===== src/rtl/ram_row_loader.sv =====
// ram_row_loader: packs a byte stream into DESIGN_SIZE-lane rows and writes
// each completed row to consecutive RAM addresses through a single write port.
module ram_row_loader #(
  parameter int AWIDTH      = 10,
  parameter int DESIGN_SIZE = 16,
  parameter int DWIDTH      = 8
) (
  input  logic                          clk,
  input  logic                          resetn,
  input  logic                          start,
  input  logic                          abort,
  input  logic [AWIDTH-1:0]             base_addr,
  input  logic [AWIDTH-1:0]             num_rows,
  input  logic                          in_valid,
  input  logic [DWIDTH-1:0]             in_data,
  output logic                          in_ready,
  output logic [AWIDTH-1:0]             addr1,
  output logic [DESIGN_SIZE*DWIDTH-1:0] d1,
  output logic [DESIGN_SIZE-1:0]        we1,
  output logic                          busy,
  output logic                          done
);

  localparam int LW = (DESIGN_SIZE > 1) ? $clog2(DESIGN_SIZE) : 1;
  localparam int RW = DESIGN_SIZE * DWIDTH;
  localparam logic [LW-1:0] LAST_LANE = LW'(DESIGN_SIZE - 1);

  typedef enum logic [1:0] {IDLE, FILL, WRITE, DONE} state_t;

  state_t            state;
  state_t            state_next;
  logic [AWIDTH-1:0] base_reg;
  logic [AWIDTH-1:0] rows_reg;
  logic [AWIDTH-1:0] row_reg;
  logic [LW-1:0]     lane_reg;
  logic [RW-1:0]     row_buf_reg;
  logic [RW-1:0]     row_merged;
  logic [RW-1:0]     d1_reg;
  logic [AWIDTH-1:0] addr1_reg;
  logic              take;
  logic              last_lane;
  logic              last_row;

  // A byte is kept only when it transfers and the load is not being aborted;
  // a byte offered alongside abort belongs to the discarded partial row.
  assign take      = (state == FILL) && in_valid && !abort;
  assign last_lane = (lane_reg == LAST_LANE);
  assign last_row  = (row_reg == (rows_reg - AWIDTH'(1)));

  // Current row buffer with the incoming byte dropped into the active lane.
  for (genvar gi = 0; gi < DESIGN_SIZE; gi++) begin : g_lane
    assign row_merged[gi*DWIDTH +: DWIDTH] =
      (lane_reg == LW'(gi)) ? in_data : row_buf_reg[gi*DWIDTH +: DWIDTH];
  end

  // State register.
  always_ff @(posedge clk or negedge resetn) begin
    if (!resetn) state <= IDLE;
    else         state <= state_next;
  end

  // Next-state logic; abort overrides every transition out of FILL and WRITE.
  always_comb begin
    state_next = state;
    case (state)
      IDLE: begin
        if (start) state_next = (num_rows != '0) ? FILL : DONE;
      end
      FILL: begin
        if (abort)                  state_next = IDLE;
        else if (take && last_lane) state_next = WRITE;
      end
      WRITE: begin
        if (abort)         state_next = IDLE;
        else if (last_row) state_next = DONE;
        else               state_next = FILL;
      end
      DONE:    state_next = IDLE;
      default: state_next = IDLE;
    endcase
  end

  // Output decode; the write strobe is suppressed by an abort in WRITE.
  always_comb begin
    in_ready = (state == FILL);
    busy     = (state != IDLE);
    done     = (state == DONE);
    we1      = ((state == WRITE) && !abort) ? '1 : '0;
  end

  // Load parameters, counters and row assembly. The RAM-facing address and
  // data are loaded together with the last byte of a row, so they are valid
  // throughout WRITE and simply hold afterwards.
  always_ff @(posedge clk or negedge resetn) begin
    if (!resetn) begin
      base_reg    <= '0;
      rows_reg    <= '0;
      row_reg     <= '0;
      lane_reg    <= '0;
      row_buf_reg <= '0;
      d1_reg      <= '0;
      addr1_reg   <= '0;
    end else begin
      case (state)
        IDLE: begin
          if (start && (num_rows != '0)) begin
            base_reg <= base_addr;
            rows_reg <= num_rows;
            row_reg  <= '0;
            lane_reg <= '0;
          end
        end
        FILL: begin
          if (take) begin
            row_buf_reg <= row_merged;
            lane_reg    <= last_lane ? '0 : lane_reg + LW'(1);
            if (last_lane) begin
              d1_reg    <= row_merged;
              addr1_reg <= base_reg + row_reg;
            end
          end
        end
        WRITE: begin
          if (!abort && !last_row) begin
            row_reg  <= row_reg + AWIDTH'(1);
            lane_reg <= '0;
          end
        end
        default: ;
      endcase
    end
  end

  assign addr1 = addr1_reg;
  assign d1    = d1_reg;

endmodule


===== config.mk =====
export PLATFORM = sky130hd
export DESIGN_NAME = ram_row_loader
export DESIGN_NICKNAME = d
export VERILOG_FILES = /design/src/rtl/ram_row_loader.sv
export SDC_FILE = /design/constraint.sdc
export NUM_CORES = 1
export LEC_CHECK = 0
export ABC_AREA = 1
export CORE_MARGIN = 2
export CORE_UTILIZATION = 55
export CTS_CLUSTER_DIAMETER = 120
export CTS_CLUSTER_SIZE = 12
export DETAILED_ROUTE_END_ITERATION = 6
export PLACE_DENSITY = 0.86
export SYNTH_ARGS = -nofsm -noshare
export SYNTH_HDL_FRONTEND = slang
export SYNTH_SLANG_ARGS = --single-unit

===== constraint.sdc =====
create_clock -name clk -period 2.8 [get_ports clk]
set_clock_uncertainty 0.1 [all_clocks]
set_input_delay 0.56 -clock clk [delete_from_list [all_inputs] [get_ports clk]]
set_output_delay 0.56 -clock clk [all_outputs]
set_load 0.01 [all_outputs]

# After elaboration in Yosys (flattened, before gate mapping)
# Index checks and enable logic that the tools add are counted.
[totals]
regBits = 302
out_inout_bits = 157
[classes]
add_sub_neg = 4
n_eq_ne = 24
muxes = 32
reduce_logical = 20
[ops]
columns = ["op", "count"]
rows = [
  ["two-way mux 8 bit", 16],
  ["== test 4 bit, second input constant", 8],
  ["two-way mux 10 bit", 2],
  ["case mux 10 bit (2 select lines)", 1],
  ["== test 4 x 3 -> 1 bit, second input constant", 4],
  ["two-way mux 16 bit", 1],
  ["two-way mux 4 bit", 4],
  ["two-way mux 2 bit", 6],
  ["case mux 4 bit (3 select lines)", 1],
  ["adder 10 x 1 -> 10 bit, second input constant", 1],
  ["adder 10 bit", 1],
  ["== test 10 bit", 1],
  ["nonzero test 10 bit", 1],
  ["subtractor 10 x 1 -> 10 bit, second input constant", 1],
  ["== test 4 x 2 -> 1 bit, second input constant", 2],
  ["case mux 2 bit (4 select lines)", 1],
  ["logical AND 1 bit", 6],
  ["AND reduction 2 bit", 3],
  ["AND reduction 3 bit", 2],
  ["adder 4 x 1 -> 4 bit, second input constant", 1],
  ["== test 2 bit, second input constant", 2],
  ["== test 4 x 1 -> 1 bit, second input constant", 1],
  ["zero test 4 bit", 1],
  ["!= test 2 x 1 -> 1 bit, second input constant", 2],
  ["8 further kinds", 11],
]

# Depth between registers and ports, before layout
# Gate-level depths: netlist of the first run.
[depth]
word_depth = 7
depth_mapped = 17
mapped_depth_nobuf = 16

# Worst setup path before layout of the first run
# OpenSTA, ideal clock, no wires.
[synth_path]
kind = "reg-to-reg"
startpoint = "reg row_reg[0]"
endpoint = "reg addr1_reg[8] (netlist: addr1[8])"
arrival_time_ns = 1.851
required_time_ns = 2.565
slack_ns = 0.713
path_stages_with_launch = 9
period_less_slack_ns = 2.087
path_cell_list = "dfrtp_1 ha_1 inv_1 fa_1 o31ai_1 nand4_1 o211ai_1 xor2_1 o21ai_0"
[synth_between]
elab_chain_cells = 1
[synth_lines]
columns = ["item", "line_no", "source"]
rows = [
  ["start, declared", "34", "logic [AWIDTH-1:0] row_reg;"],
  ["start signal, assigned", "125", "row_reg <= row_reg + AWIDTH'(1);"],
  ["adder 10 bit", "119", "addr1_reg <= base_reg + row_reg;"],
  ["end signal, assigned", "119", ""],
  ["end, declared", "39", "logic [AWIDTH-1:0] addr1_reg;"],
]
# Every way passes these cells.
# A chain may end at the register's enable or synchronous reset.

# Final worst setup path of the first run
[layout_path]
startpoint = "reg state[0]"
endpoint = "out we1[4]"
[layout_between]
elab_chain_cells = 3
[layout_lines]
columns = ["item", "line_no", "source"]
rows = [
  ["start, declared", "30", "state_t state;"],
  ["start signal, assigned", "59", "else state <= state_next;"],
  ["== test 2 bit", "88", "we1 = ((state == WRITE) && !abort) ? '1 : '0;"],
  ["logical AND 1 bit", "88", ""],
  ["two-way mux 16 bit", "88", ""],
  ["end, declared", "19", "output logic [DESIGN_SIZE-1:0] we1,"],
]
# Every way passes these cells.

==> impl.org, run 1 <==
** Power and ir drop
- Across the VDD grid, the largest voltage drop is between 0.0004 and 0.0005 V.
- For this design the ratio of total power to cell area is 767 nW/um^2.
- In this run the static leakage power is 8.63 nW.

** Min path
- Worst Hold Endpoint :: d1[85]
- Along the worst hold path, the cell count comes to 2.
- Critical hold path startpoint :: d1[85]
- Path type of the worst min-delay path :: reg2reg

** Setup path
- Together, buffers and inverters on the worst path number 3.
- The worst register-to-register path has a depth of 8.
- Most common cell type on the critical path :: sky130_fd_sc_hd__nor2_4
- The slowest stage of the critical path is the sky130_fd_sc_hd__clkdlybuf4s50_1 cell.
- CP max FO :: 21
- Flop-to-flop setup slack :: approximately 300 ps
- Cell chain of the critical path :: nor2_4 > clkinv_2 > nor2_4 > buf_12 > clkdlybuf4s50_1
- Largest stage delay on the critical path :: 550 ps
- The worst register-to-register path ends at addr1[8].
- Setup Crit Path Kind :: reg2out
- Signal arrival time at the worst endpoint :: 2080 ps
- Startpoint kind of the worst setup timing path :: register
- Among cell families on the critical path, the largest total delay comes from buffers and inverters.
- Worst Path Required :: 2140 ps
- The worst setup path is captured at an output pin.
- Beginning of the worst register-to-register path :: row_reg[0]

** Synth
- Cell variety after synth :: 36
- During synthesis, Yosys emitted a total of 0 warnings.
- Leading post-synthesis cells by instance count :: sky130_fd_sc_hd__nand2_1 (976), sky130_fd_sc_hd__dfrtp_1 (294), sky130_fd_sc_hd__o21ai_0 (133)
- Share of async-settable or async-resettable flops after synthesis :: 100%
- Avg Cell Area, Syn :: 7.83 um^2
- Instance count of the mapped netlist :: 1763
- The synthesized design devotes to its leading area cell type 53.3% of total area.
- Among all flip-flop cells after synthesis, the most frequent one is sky130_fd_sc_hd__dfrtp_1.
- The number of nets in the synthesized netlist is about 1800.
- #FFs+latches synth :: 294
- sky130_fd_sc_hd__nand2_1 is the most common cell in the netlist.
- After synthesis, flip-flops and latches occupy 53.3% of the total area.
- Post-synth EDFFs :: 0
- Most area-consuming cells after synthesis :: sky130_fd_sc_hd__dfrtp_1 (53%), sky130_fd_sc_hd__nand2_1 (27%), sky130_fd_sc_hd__o21ai_0 (4.8%)
- sky130_fd_sc_hd__dfrtp_1 takes more of the synthesized area than any other cell.
- Netlist Area Pre-Place :: 13800 um^2

** Routing
- Dividing the detail-routed via count by the number of cells gives 5.40.
- Number of remaining DRC errors :: 0
- Vias after detailed routing :: 12000
- Total routed wirelength :: 35400 um
- For this run, the detailed router's first-pass iteration total came to 5.
- Antenna-violating nets left :: 0
- In the final routed layout, each cell accounts on average for 15.9 um.
- The first routing iteration left 1080 violations.

** Clock tree
- Clock tree synthesis inserted a total of 28 buffers.
- TritonCTS built the clock tree.
- CTS saw 294 sinks.
- Clock transition at the registers of the reported paths :: 60 ps
- In this run the number of H-tree levels came out at 1.
- Longest Clk Path Bufs :: 3
- CTS root buffer :: sky130_fd_sc_hd__clkbuf_16
- At the later pin of the worst-skew pair, clock insertion delay measures between 500 and 600 ps.

** Placement
- Summing all placed instances gives a cell area of 15900 um^2.
- HPWL after detailed placement :: 22900 um
- Routability cong. :: 0.881
- At the placement stage, the worst setup path has a slack of approximately 170 ps.
- Input and output buffers added on the ports amount to 189.

** Timing
- Time the worst path needs with I/O delays and setup :: 2740 ps
- Worst relative slew slack :: 42.6%
- Timing would allow up to 365 MHz.
- The max-slew violation count is 0.
- The final hold violation count came to 0.
- RSZ-0062 raised after global routing :: false
- The worst path meets setup with 60.5 ps of slack.
- Summed negative setup slack over all endpoints :: 0 ps
- At the pin with the least slew margin, the transition time is 859 ps.
- Setup violations remaining at the end of the flow were counted as 0.
- Final worst path period share :: 97.8%

** Floorplanning
- From bottom edge to top edge, the die measures 162 um.
- Measured along the x axis, the die boundary spans 162 um.
- The die covers 26400 um^2.
- Pin placement for this block handled 190 I/O pins.
- In this run the core area contains 57 standard-cell rows.
- For this configuration, the core starts out at a cell density of 56.4%.
- After floorplanning, the core was sized to cover 24500 um^2.

** Global routing
- Overflow left after global routing :: 0
- Largest net degree at the start of global routing :: 121
- Number of antenna violations at the first check in global routing :: 0
- Overall track demand over capacity in global routing :: 27.5%
- First-pass GRT wire length :: 58600 um
- The via count of the first global-routing pass was 11700.

** Flow run
- The tool flagged a number of max-cap violations equal to 0.

** Finish
- Total Nets Final :: 1952
- Count of inserted antenna diode cells :: 0
- With fillers left out, the area of the finished cells amounts to 16600 um^2.
- The register with the most flip-flops in the layout has 128 of them.
- Compared with the post-synthesis result, the final layout area differs by 20.6%.
- Share of layout cells above drive strength 1 :: between 5 and 6%

** Outcome
- Run status :: finished, final reports clean
[cell families (layout without fill, tap and decap cells)]
| family | count (synthesis) | after routing | synth area share, % |
|---|---|---|---|
| and+or+nand+nor | 1105 | 1105 | 31.9 |
| buffers and inverters | 159 | 299 | 5.53 |
| DFF | 294 | 294 | 53.3 |
| xor gates and xnor gates | 18 | 18 | 1.14 |
| AOI/OAI and AO/OA | 162 | 162 | 5.95 |
| muxes | 9 | 9 | 0.734 |
| adders and majority gates | 16 | 16 | 1.50 |
[layout by cell type, fill, tap and decap left out, drive strengths merged]
master | netlist | final
a21oi | 22 | 22
ha | 15 | 15
dlygate4sd3 | 0 | 1
and2 | 2 | 2
nand2 | 983 | 983
a31oi | 1 | 1
mux2 | 9 | 9
inv | 55 | 55
clkdlybuf4s50 | 0 | 185
xnor2 | 2 | 2
buf | 58 | 24
nand3 | 49 | 49
o211ai | 2 | 2
clkbuf | 45 | 28
or2 | 1 | 1
nand3b | 2 | 2
fa | 1 | 1
xor2 | 16 | 16
nor4 | 5 | 5
nor3b | 3 | 3
o21ai | 135 | 135
clkinv | 1 | 3
dfrtp | 294 | 294
dlymetal6s2s | 0 | 3
nor2 | 46 | 46
nor3 | 5 | 5
o21bai | 1 | 1
o31ai | 1 | 1
nand4 | 9 | 9
[final cells by class]
cell class | instances | area [um^2]
well taps | 324 | 405
inverters | 56 | 216
multi-input cells | 1310 | 5700
flip-flops and latches | 294 | 7360
clock buffers | 28 | 701
repair buffers | 213 | 2240
clock inverters | 2 | 25.0
fillers | 1888 | 7820
[stage by stage]
| step | utilization (%) | power (mW) | std cells | hold WS [ps] |
|---|---|---|---|---|
| after global placement | 64.9 | 9.23 | 2195 | 361 |
| final | 68.1 | 12.8 | 2227 | 376 |
| after floorplan | - | 8.44 | 1763 | 164 |
| after detailed placement | 64.9 | 9.46 | 2195 | 365 |
| after global routing | 68.1 | 13.7 | 2227 | 396 |
| after CTS | 68.0 | 12.8 | 2226 | 381 |
[worst max-delay path by stage]
stage	startpoint	cells after the start	slack (ps)	endpoint
after floorplan	row_reg[0]	8	710	addr1[8]
after global routing	state[0]	5	8	we1[9]
final	state[0]	5	60	we1[4]
after global placement	num_rows[7]	6	230	base_reg[3]
after detailed placement	num_rows[7]	6	170	base_reg[4]
after CTS	state[0]	5	30	we1[8]
[worst register-to-register path, stage by stage, from the launching register on]
cell,delay [ps]
sky130_fd_sc_hd__dfrtp_1,510
sky130_fd_sc_hd__ha_1,270
sky130_fd_sc_hd__inv_1,70
sky130_fd_sc_hd__fa_1,410
sky130_fd_sc_hd__o31ai_1,460
sky130_fd_sc_hd__nand4_1,150
sky130_fd_sc_hd__o211ai_1,140
sky130_fd_sc_hd__xor2_1,170
sky130_fd_sc_hd__o21ai_0,90
[layer usage]
metal  track usage, %  vias up  wire [um]
met5                0        -          0
met4             9.05        0       1020
met3             3.97       80       2640
met2             44.8      514      16800
met1             38.3     5699      15000
li1                 -     5740          -
[power by group]
group / internal [mW] / switching [mW] / leakage (nW)
Clock: 1.76 / 1.50 / 0.356
Sequential: 5.18 / 0.601 / 3.98
Combinational: 1.37 / 2.35 / 4.29
[what timing repair did]
item / in CTS / in global routing
hold buffers: 1 / 0
resized for setup: 2 / 5
buffers inserted: 0 / 1
endpoints found under the setup margin: 16 / 16
endpoints found under the hold margin: 65 / 0
Power figures use the tool's default switching activity.
==> inputs of run 2 (changes only) <==
--- a/config.mk
+++ b/config.mk
@@ -6,9 +6,10 @@
 export NUM_CORES = 1
 export LEC_CHECK = 0
 export ABC_AREA = 1
+export CORE_ASPECT_RATIO = 0.5
 export CORE_MARGIN = 2
 export CORE_UTILIZATION = 55
-export CTS_CLUSTER_DIAMETER = 120
+export CTS_CLUSTER_DIAMETER = 100
 export CTS_CLUSTER_SIZE = 12
 export DETAILED_ROUTE_END_ITERATION = 6
 export PLACE_DENSITY = 0.86
==> run 2 against run 1 <==
  * Critical endpoint is now we1[3]
  * Flip-flop and latch count unchanged
  * Design area decreased by 0.11%
  * First-iteration DRC count increased by 28%
  * Critical path depth increased by 1
  * Register-to-register slack about the same
  * Hold slack got worse by 2.5 ps
  * Fmax increased by 3.3%
==> impl.org, run 2 (synthesis results as in run 1) <==
** Placement
- The number of buffers added on ports was 189 (unchanged).
- The detailed-placement wirelength estimate was 23100 um (+1.1%).
- The final weighted congestion of routability-driven global placement was 0.890 (+0.92%).

** Timing
- The portion of the clock cycle consumed by the worst path in the final layout came to 94.7% (-3.2 points).
- The max-slew violation count is 0 (unchanged).
- Worst relative slew slack :: 44.0% (+1.3 points)
- The shortest clock period the worst path allows after layout came to 2650 ps (-88.8 ps).
- Hold Slack :: 374 ps (-2.48 ps)
- The final hold violation count came to 0 (unchanged).
- The final number of setup-violating endpoints is 0 (unchanged).
- The accumulated negative setup slack came to 0 ps (unchanged).
- The maximum frequency from static timing analysis is 377 MHz (+3.3%).
- Setup repair after global routing left no endpoint under its margin.
- Worst-Margin Slew :: 839 ps (-20.2 ps)

** Setup path
- FF-to-FF End :: addr1[8]
- Worst Path Required :: 2140 ps (about the same)
- STA classifies the critical path startpoint as a register.
- In this run the critical register-to-register path is launched from row_reg[0].
- Signal arrival time at the worst endpoint :: 1990 ps (-90 ps)
- CP max FO :: 21 (unchanged)
- Path depth of the worst reg2reg path :: 8 (unchanged)
- Sort of element at the end of the critical path :: output pin
- Setup Crit Path Kind :: reg2out
- Flop-to-flop setup slack :: 310 ps (about the same)

** Finish
- The area growth from synthesis to layout is 20.4%.
- The layout cell share with drive strength beyond 1 was 5.16% (-0.25 points).
- In the layout the commonest cells are sky130_fd_sc_hd__nand2_1 (976), sky130_fd_sc_hd__dfrtp_1 (294), sky130_fd_sc_hd__clkdlybuf4s50_1 (183), sky130_fd_sc_hd__o21ai_0 (133), sky130_fd_sc_hd__inv_1 (48).
- The number of flip-flops under the largest register name was 128 (unchanged).
- Leaving out fill and tap cells, the most frequent cell in the layout is sky130_fd_sc_hd__nand2_1.
- Total Nets Final :: 1948 (-0.20%)
- The final antenna diode count came to 0 (unchanged).

** Floorplanning
- DIE WIDTH :: 228 um (+40%)
- Core outline area :: 24300 um^2 (-0.57%)
- Number of rows created at floorplan :: 40 (-30%)
- Boundary pin count :: 190 (unchanged)
- The effective utilization at floorplan is 56.8% (+0.32 points).
- Die area :: 26500 um^2 (+0.29%)
- Die Span Y :: 116 um (-29%)

** Power and ir drop
- Worst vdd rail ir drop :: 0.000507 V (+11%)
- The leakage power figure came to 8.63 nW (about the same).
- The combinational power share came to 29.4% (+0.2 points).
- The power per standard cell area was 776 nW/um^2 (+1.2%).
- The internal cell power is 8.38 mW (+0.88%).
- The clock network fraction of total power is 25.9% (+0.3 points).
- Net switching share of the total power :: 35.1% (+0.15 points)
- The net switching power is 4.53 mW (+1.6%).
- Portion of total power attributed to sequential cells :: 44.8% (-0.5 points)

** Routing
- Vias after detailed routing :: 12000 (-0.025%)
- Number of optimization iterations in the first detailed-route pass :: 5 (unchanged)
- Per-cell via count in the routed design :: 5.38 (-0.38%)
- Total routed wirelength :: 35600 um (+0.35%)
- Antenna-violating nets left :: 0 (unchanged)
- The violation count after the first detailed-route iteration came to 1386 (+28%).
- The final routed wire length divided by cell count is 15.9 um (about the same).
- Number of remaining DRC errors :: 0 (unchanged)

** Clock tree
- TritonCTS built the clock tree.
- The clock tree buffer depth is 3 (unchanged).
- The number of clock sinks came to 294 (unchanged).
- CTS root buffer :: sky130_fd_sc_hd__clkbuf_16
- Number of buffers created by CTS :: 28 (unchanged)
- The later-pin clock latency in the skew report is 550 ps (about the same).
- The clock transition at the registers of the reported paths was 60 ps (about the same).
- The number of H-tree branching levels was 1 (unchanged).

** Min path
- The min-delay analysis places its worst path in the category reg2reg.
- Cell depth of the worst min-delay path :: 2 (unchanged)
- The worst hold path terminates at d1[57].
- Critical hold path startpoint :: d1[57]

** Global routing
- The number of antenna violations at the first check in global routing was 0 (unchanged).
- Overflow left after global routing :: 0 (unchanged)
- Overall track demand over capacity in global routing :: 27.0% (-0.43 points)
- The first-pass GRT wire length is 58100 um (-0.77%).
- Largest net degree at the start of global routing :: 145 (+20%)
- Number of global-route vias before repair :: 11600 (-1.4%)

** Flow run
- The max-cap violation count came to 0 (unchanged).

** Outcome
- Run status :: finished, final reports clean
-- run 2: worst max-delay path by stage --
stage                     endpoint  cells past startpoint       start
final                       we1[3]                      6    state[1]
after global routing       we1[14]                      6    state[1]
after CTS                  we1[14]                      6    state[1]
after detailed placement   we1[12]                      4       abort
after global placement     we1[14]                      4       abort
after floorplan           addr1[8]                      8  row_reg[0]
-- run 2: final cells by class --
cell class,count,area (um^2)
fill,1883,7690
sequential,294,7360
multi-input combinational,1310,5700
timing repair buffer,209,2200
clock buffer,29,726
tap,336,420
inverter,56,214
clock inverter,1,8.76
-- run 2: power groups by stage --
stage | clock network (mW) | registers [mW] | logic [mW]
finish | 3.34 | 5.78 | 3.79
CTS | 3.36 | 5.75 | 3.76
floorplan | 0 | 5.67 | 2.77
global route | 3.53 | 5.87 | 4.33
global placement | 0 | 5.76 | 3.52
detailed placement | 0 | 5.81 | 3.69
-- run 2: layer usage --
metal,up-vias,global-route usage [%],wire (um)
li1,5721,-,-
met1,5764,37.6,15400
met2,481,45.0,16900
met3,64,4.13,2440
met4,0,7.80,811
met5,-,0,0
-- run 2: critical path: stages (launching register included) --
cell and delay, ps:
sky130_fd_sc_hd__dfrtp_1 370, sky130_fd_sc_hd__inv_1 60, sky130_fd_sc_hd__nor2_2 130, sky130_fd_sc_hd__inv_2 70
sky130_fd_sc_hd__nor2_4 100, sky130_fd_sc_hd__buf_12 160, sky130_fd_sc_hd__clkdlybuf4s50_1 550
-- run 2: metrics by stage --
stage                     instances  setup slack, ps  total power, mW  cell area (um^2)  util [%]
after floorplan                1763              713             8.44             13800         -
after global placement         2202              171             9.29             15900      65.2
after detailed placement       2202              180             9.50             15900      65.2
after CTS                      2234             17.6             12.9             16600      68.3
after global routing           2235             60.2             13.7             16600      68.4
final                          2235              149             12.9             16600      68.4
-- run 2: what timing repair did --
item / 4_1_cts / 5_1_grt
resized for setup: 3 / 4
endpoints found under the hold margin: 35 / 0
endpoints found under the setup margin: 16 / 14
hold buffers: 1 / 0
buffers inserted: 1 / 1
pin swaps: 0 / 0
==> inputs of run 3 (changes only) <==
--- a/config.mk
+++ b/config.mk
@@ -6,7 +6,6 @@
 export NUM_CORES = 1
 export LEC_CHECK = 0
 export ABC_AREA = 1
-export CORE_ASPECT_RATIO = 0.5
 export CORE_MARGIN = 2
 export CORE_UTILIZATION = 55
 export CTS_CLUSTER_DIAMETER = 100
==> results of run 3 <==
The final DEF is identical to that of run 1; final timing and power are the same.
==> RTL change 1: new RTL, flow settings as in run 1 <==
Set the parameter `DWIDTH` to 10 (it was 8).
--- a/src/rtl/ram_row_loader.sv
+++ b/src/rtl/ram_row_loader.sv
@@ -3,7 +3,7 @@
 module ram_row_loader #(
   parameter int AWIDTH      = 10,
   parameter int DESIGN_SIZE = 16,
-  parameter int DWIDTH      = 8
+  parameter int DWIDTH      = 10
 ) (
   input  logic                          clk,
   input  logic                          resetn,
Interface: changed (resized d1 and in_data); port bits go from 190 to 224. The function was not compared with the original's and may differ.
==> RTL change 1 against run 1 <==
- die area rose by 17%
- total power rose by 12%
- area after synthesis increased by 18%
- combinational power decreased by 6.5%
- sequential cell count is 62 higher
- final area up 18%
- routed wire length increased by 23%
- sequential share of layout area is 1.0 points higher
- setup slack improved by 0.057 ns
==> RTL change 1: results (changes against run 1) <==
| Metric | Value |
|---|---|
| CTS Buf Count | `35 (was 28)` |
| RR Endpoint | `addr1[6] (was addr1[8])` |
| Clk_lat worst skew | `0.51 ns (was 0.55 ns)` |
| Area contributors post-synth | `dfrtp_1 (55%), nand2_1 (28%), o21ai_0 (5.1%), clkbuf_1 (1.6%), buf_4 (1.4%) (was dfrtp_1 (53%), nand2_1 (27%), o21ai_0 (4.8%), nand3_1 (1.4%), ha_1 (1.4%))` |
| First-pass GRT wire length | `70,900 um (was 58,600 um)` |
| Number of flip-flops in the largest register | `160 (was 128)` |
| Post-synth cell types | `36 (unchanged)` |
| Dpl ws | `0.106 ns (was 0.168 ns)` |
| Vias/cell | `5.47 (was 5.40)` |
| H-tree depth | `2 (was 1)` |
| Critical path's top delay family | `buffers and inverters (unchanged)` |
| Syn nets | `2,122 (was 1,812)` |
| Root buf cell | `clkbuf_16 (unchanged)` |
| FF-to-FF path depth | `11 (was 8)` |
| Layout cells sized above 1 | `4.60% (was 5.41%)` |
| Area after DPL | `18,700 um^2 (was 15,900 um^2)` |
| # fillers | `2,251 (was 1,888)` |
| Sequential share of the synthesized area | `54.9% (was 53.3%)` |
| Area grow syn2layout | `21.4% (was 20.6%)` |
| Status | `complete, no violations (unchanged)` |
| Post-DR wirelength/cell | `16.6 um (was 15.9 um)` |
| Longest Clk Path Bufs | `3 (unchanged)` |
| Slowest CP cell | `clkdlybuf4s50_1 (unchanged)` |
| Input/output buffers | `223 (was 189)` |
| Maximum vdd drop | `0.388 mV (was 0.458 mV)` |
| Worst R2R Start | `row_reg[0] (unchanged)` |
| Ys flop type | `dfrtp_1 (unchanged)` |
| Critical Path AT | `2.02 ns (was 2.08 ns)` |
| Vias in the first global route | `14.0k (was 11.7k)` |
| Syn Inst Count | `2,071 (was 1,763)` |
| Iteration-0 DRC Markers | `1,358 (was 1,080)` |
| R2R setup slack | `0.40 ns (was 0.30 ns)` |
| Clock transition at path regs | `0.06 ns (about the same)` |
| CP endpoint | `we1[2] (was we1[4])` |
| Finished Layout Cells | `2,621 (was 2,227)` |
| Fin nets | `2,286 (was 1,952)` |
| Total GRT Usage | `28.5% (was 27.5%)` |
| Hpwl dp | `27,200 um (was 22,900 um)` |
| Crit Path Max Fanout | `10 (was 21)` |
| Largest net degree at the start of global routing | `151 (was 121)` |
| Final period util | `95.8% (was 97.8%)` |
| Gpl congestion | `0.823 (was 0.881)` |
| Max_slew headroom | `38.0% (was 42.6%)` |
| Synth top cells by count | `nand2_1 (1,189), dfrtp_1 (356), o21ai_0 (164) (was nand2_1 (976), dfrtp_1 (294), o21ai_0 (133))` |
| LEAKAGE | `10.4 nW (was 8.63 nW)` |
-- RTL change 1: cell count changes after synthesis, moves of 12 or more --
cell	run 1	this run
nand4_1	8	20
o21ai_0	133	164
nand2_1	976	1189
nand3_1	39	23
clkbuf_1	45	67
buf_4	15	31
dfrtp_1	294	356
-- RTL change 1: timing repair --
item | in CTS | in global routing
setup buffers | 1 | 0
hold buffers | 1 | 0
endpoints found under the setup margin | 16 | 16
resized for setup | 2 | 12
hold endpoints to repair | 64 | 0
gates cloned | 0 | 1
pin swaps | 0 | 0
-- RTL change 1: worst min path at each step --
| stage | startpoint | end | slack (ns) | cells after the start |
|---|---|---|---|---|
| after detailed placement | d1[20] | d1[20] | 0.36 | 2 |
| after global placement | row_buf_reg[56] | row_buf_reg[56] | 0.36 | 2 |
| after global routing | row_buf_reg[106] | row_buf_reg[106] | 0.39 | 2 |
| final | d1[43] | d1[43] | 0.37 | 2 |
| after floorplan | resetn | addr1[0] | 0.16 | 0 |
| after CTS | d1[43] | d1[43] | 0.38 | 2 |
-- RTL change 1: final cells by class --
class	instances	share of cell area [%]
sequential	356	45.2
multi-input combinational	1525	32.8
timing repair buffer	259	13.5
clock buffer	36	4.57
tap	384	2.44
inverter	58	1.13
clock inverter	3	0.280
-- RTL change 1: power by group --
group,total (mW),switching (mW),internal (mW)
Sequential,6.59,0.553,6.04
Clock,4.23,1.86,2.37
Combinational,3.48,2.25,1.23
-- RTL change 1: routing by layer --
layer	vias to the layer above	global-route usage (%)	part of all wire (%)
met4	0	10.8	3.5
met5	-	0	0
met1	6877	39.1	42
li1	6716	-	-
met2	624	46.5	48
met3	124	3.92	7.1
-- RTL change 1: cells by family after synthesis --
group	after synthesis	share of synthesized area, %
buf+inv	190	5.42
mux	11	0.763
fa+ha+maj	16	1.28
flops	356	54.9
simple gates	1293	30.8
compound gates	188	5.89
xor+xnor	17	0.918
-- RTL change 1: worst min-delay path: cells and delay by family, from the launching register on --
family,cells,cell delay [ns]
flops,1,0.34
simple gates,2,0.11
==> RTL change 2: new RTL, flow settings as in run 1 <==
Made on the original files. Encoding of `state_t`: now one-hot (4 bits for 4 states).
--- a/src/rtl/ram_row_loader.sv
+++ b/src/rtl/ram_row_loader.sv
@@ -25,7 +25,7 @@
   localparam int RW = DESIGN_SIZE * DWIDTH;
   localparam logic [LW-1:0] LAST_LANE = LW'(DESIGN_SIZE - 1);
 
-  typedef enum logic [1:0] {IDLE, FILL, WRITE, DONE} state_t;
+  typedef enum logic [3:0] {IDLE = 4'b0001, FILL = 4'b0010, WRITE = 4'b0100, DONE = 4'b1000} state_t;
 
   state_t            state;
   state_t            state_next;
Function: same outputs for any inputs over 4 cycles, from zero or initial values and one cycle with resetn low; so few cycles prove little.
==> RTL change 2 against run 1 <==
- setup slack better by 0.023 ns
- sequential share of layout area grew 0.22 points
- area after synthesis shrank 0.61%
- non-clock buffer count rose by 1
- sequential cell count increased by 2
- routed wire length is 2.0% lower
- final area increased by 0.17%
Power is not compared: it rests on default switching activity, and its combinational part moved more than twofold at a synthesized area within 25%.
==> RTL change 2: results (changes against run 1) <==
| Metric | Value |
|---|---|
| Placed insts | `2,170 (was 2,195)` |
| Worst-Margin Slew | `0.869 ns (was 0.859 ns)` |
| CTS resizes | `0 (was 2)` |
| Final WL | `34,800 um (was 35,400 um)` |
| Critical Path AT | `2.06 ns (was 2.08 ns)` |
| # fillers | `1,863 (was 1,888)` |
| Largest net degree at the start of global routing | `88 (was 121)` |
| Fin nets | `1,926 (was 1,952)` |
| Syn nets | `1,784 (was 1,812)` |
| Worst Hold Launch | `d1[84] (was d1[85])` |
| Synth top cells by count | `nand2_1 (954), dfrtp_1 (295), o21ai_0 (131) (was nand2_1 (976), dfrtp_1 (294), o21ai_0 (133))` |
| Crit. Startpoint | `state[1] (was state[0])` |
| Fraction of synthesized cell area in xor and xnor cells | `1.38% (was 1.14%)` |
| Hold_ws | `0.369 ns (was 0.376 ns)` |
| Status | `complete, no violations (unchanged)` |
| Fmax | `0.368 GHz (was 0.365 GHz)` |
| Dpl ws | `0.134 ns (was 0.168 ns)` |
| Post-DR wirelength/cell | `15.7 um (was 15.9 um)` |
| Syn_area_per_cell | `7.91 um^2 (was 7.83 um^2)` |
| Compound-Gate Fraction of Synth Area | `5.63% (was 5.95%)` |
| Iteration-0 DRC Markers | `1,201 (was 1,080)` |
| Gpl congestion | `0.846 (was 0.881)` |
| Area contributors post-synth | `dfrtp_1 (54%), nand2_1 (26%), o21ai_0 (4.8%), inv_1 (1.4%), clkbuf_1 (1.4%) (was dfrtp_1 (53%), nand2_1 (27%), o21ai_0 (4.8%), nand3_1 (1.4%), ha_1 (1.4%))` |
| CP endpoint | `we1[6] (was we1[4])` |
| FF-to-FF path depth | `10 (was 8)` |
| R2R setup slack | `0.51 ns (was 0.30 ns)` |
| Hpwl dp | `22,100 um (was 22,900 um)` |
| Area after DPL | `15,800 um^2 (was 15,900 um^2)` |
| Crit Path Max Fanout | `16 (was 21)` |
| Layout cells sized above 1 | `5.67% (was 5.41%)` |
| Final instance area | `16,700 um^2 (was 16,600 um^2)` |
| Post-synth cell types | `38 (was 36)` |
| Hold endpoint | `d1[84] (was d1[85])` |
==> RTL change 2: changes by cell type after synthesis, sizes merged, moves of 2 or more <==
cell    delta
a21oi     -10
and2       -2
buf        -6
clkbuf     +5
mux2       +5
nand2     -13
nand3      -6
nor2       -3
nor3b      -3
xnor2      +5
xor2       -4
==> RTL change 2: cell type report <==
type,instances,share of cell area [%]
Sequential cell,296,44.4
Tap cell,324,2.43
Inverter,56,1.29
Clock buffer,39,4.58
Timing Repair Buffer,214,13.5
Clock inverter,1,0.180
Multi-Input combinational cell,1281,33.6
==> RTL change 2: routing by layer <==
| metal | global-route usage, % | up-vias | wire (um) |
|---|---|---|---|
| met2 | 43.5 | 472 | 16500 |
| met3 | 4.19 | 74 | 2950 |
| met1 | 37.7 | 5657 | 14400 |
| met4 | 7.80 | 0 | 843 |
| li1 | - | 5656 | - |
| met5 | 0 | - | 0 |
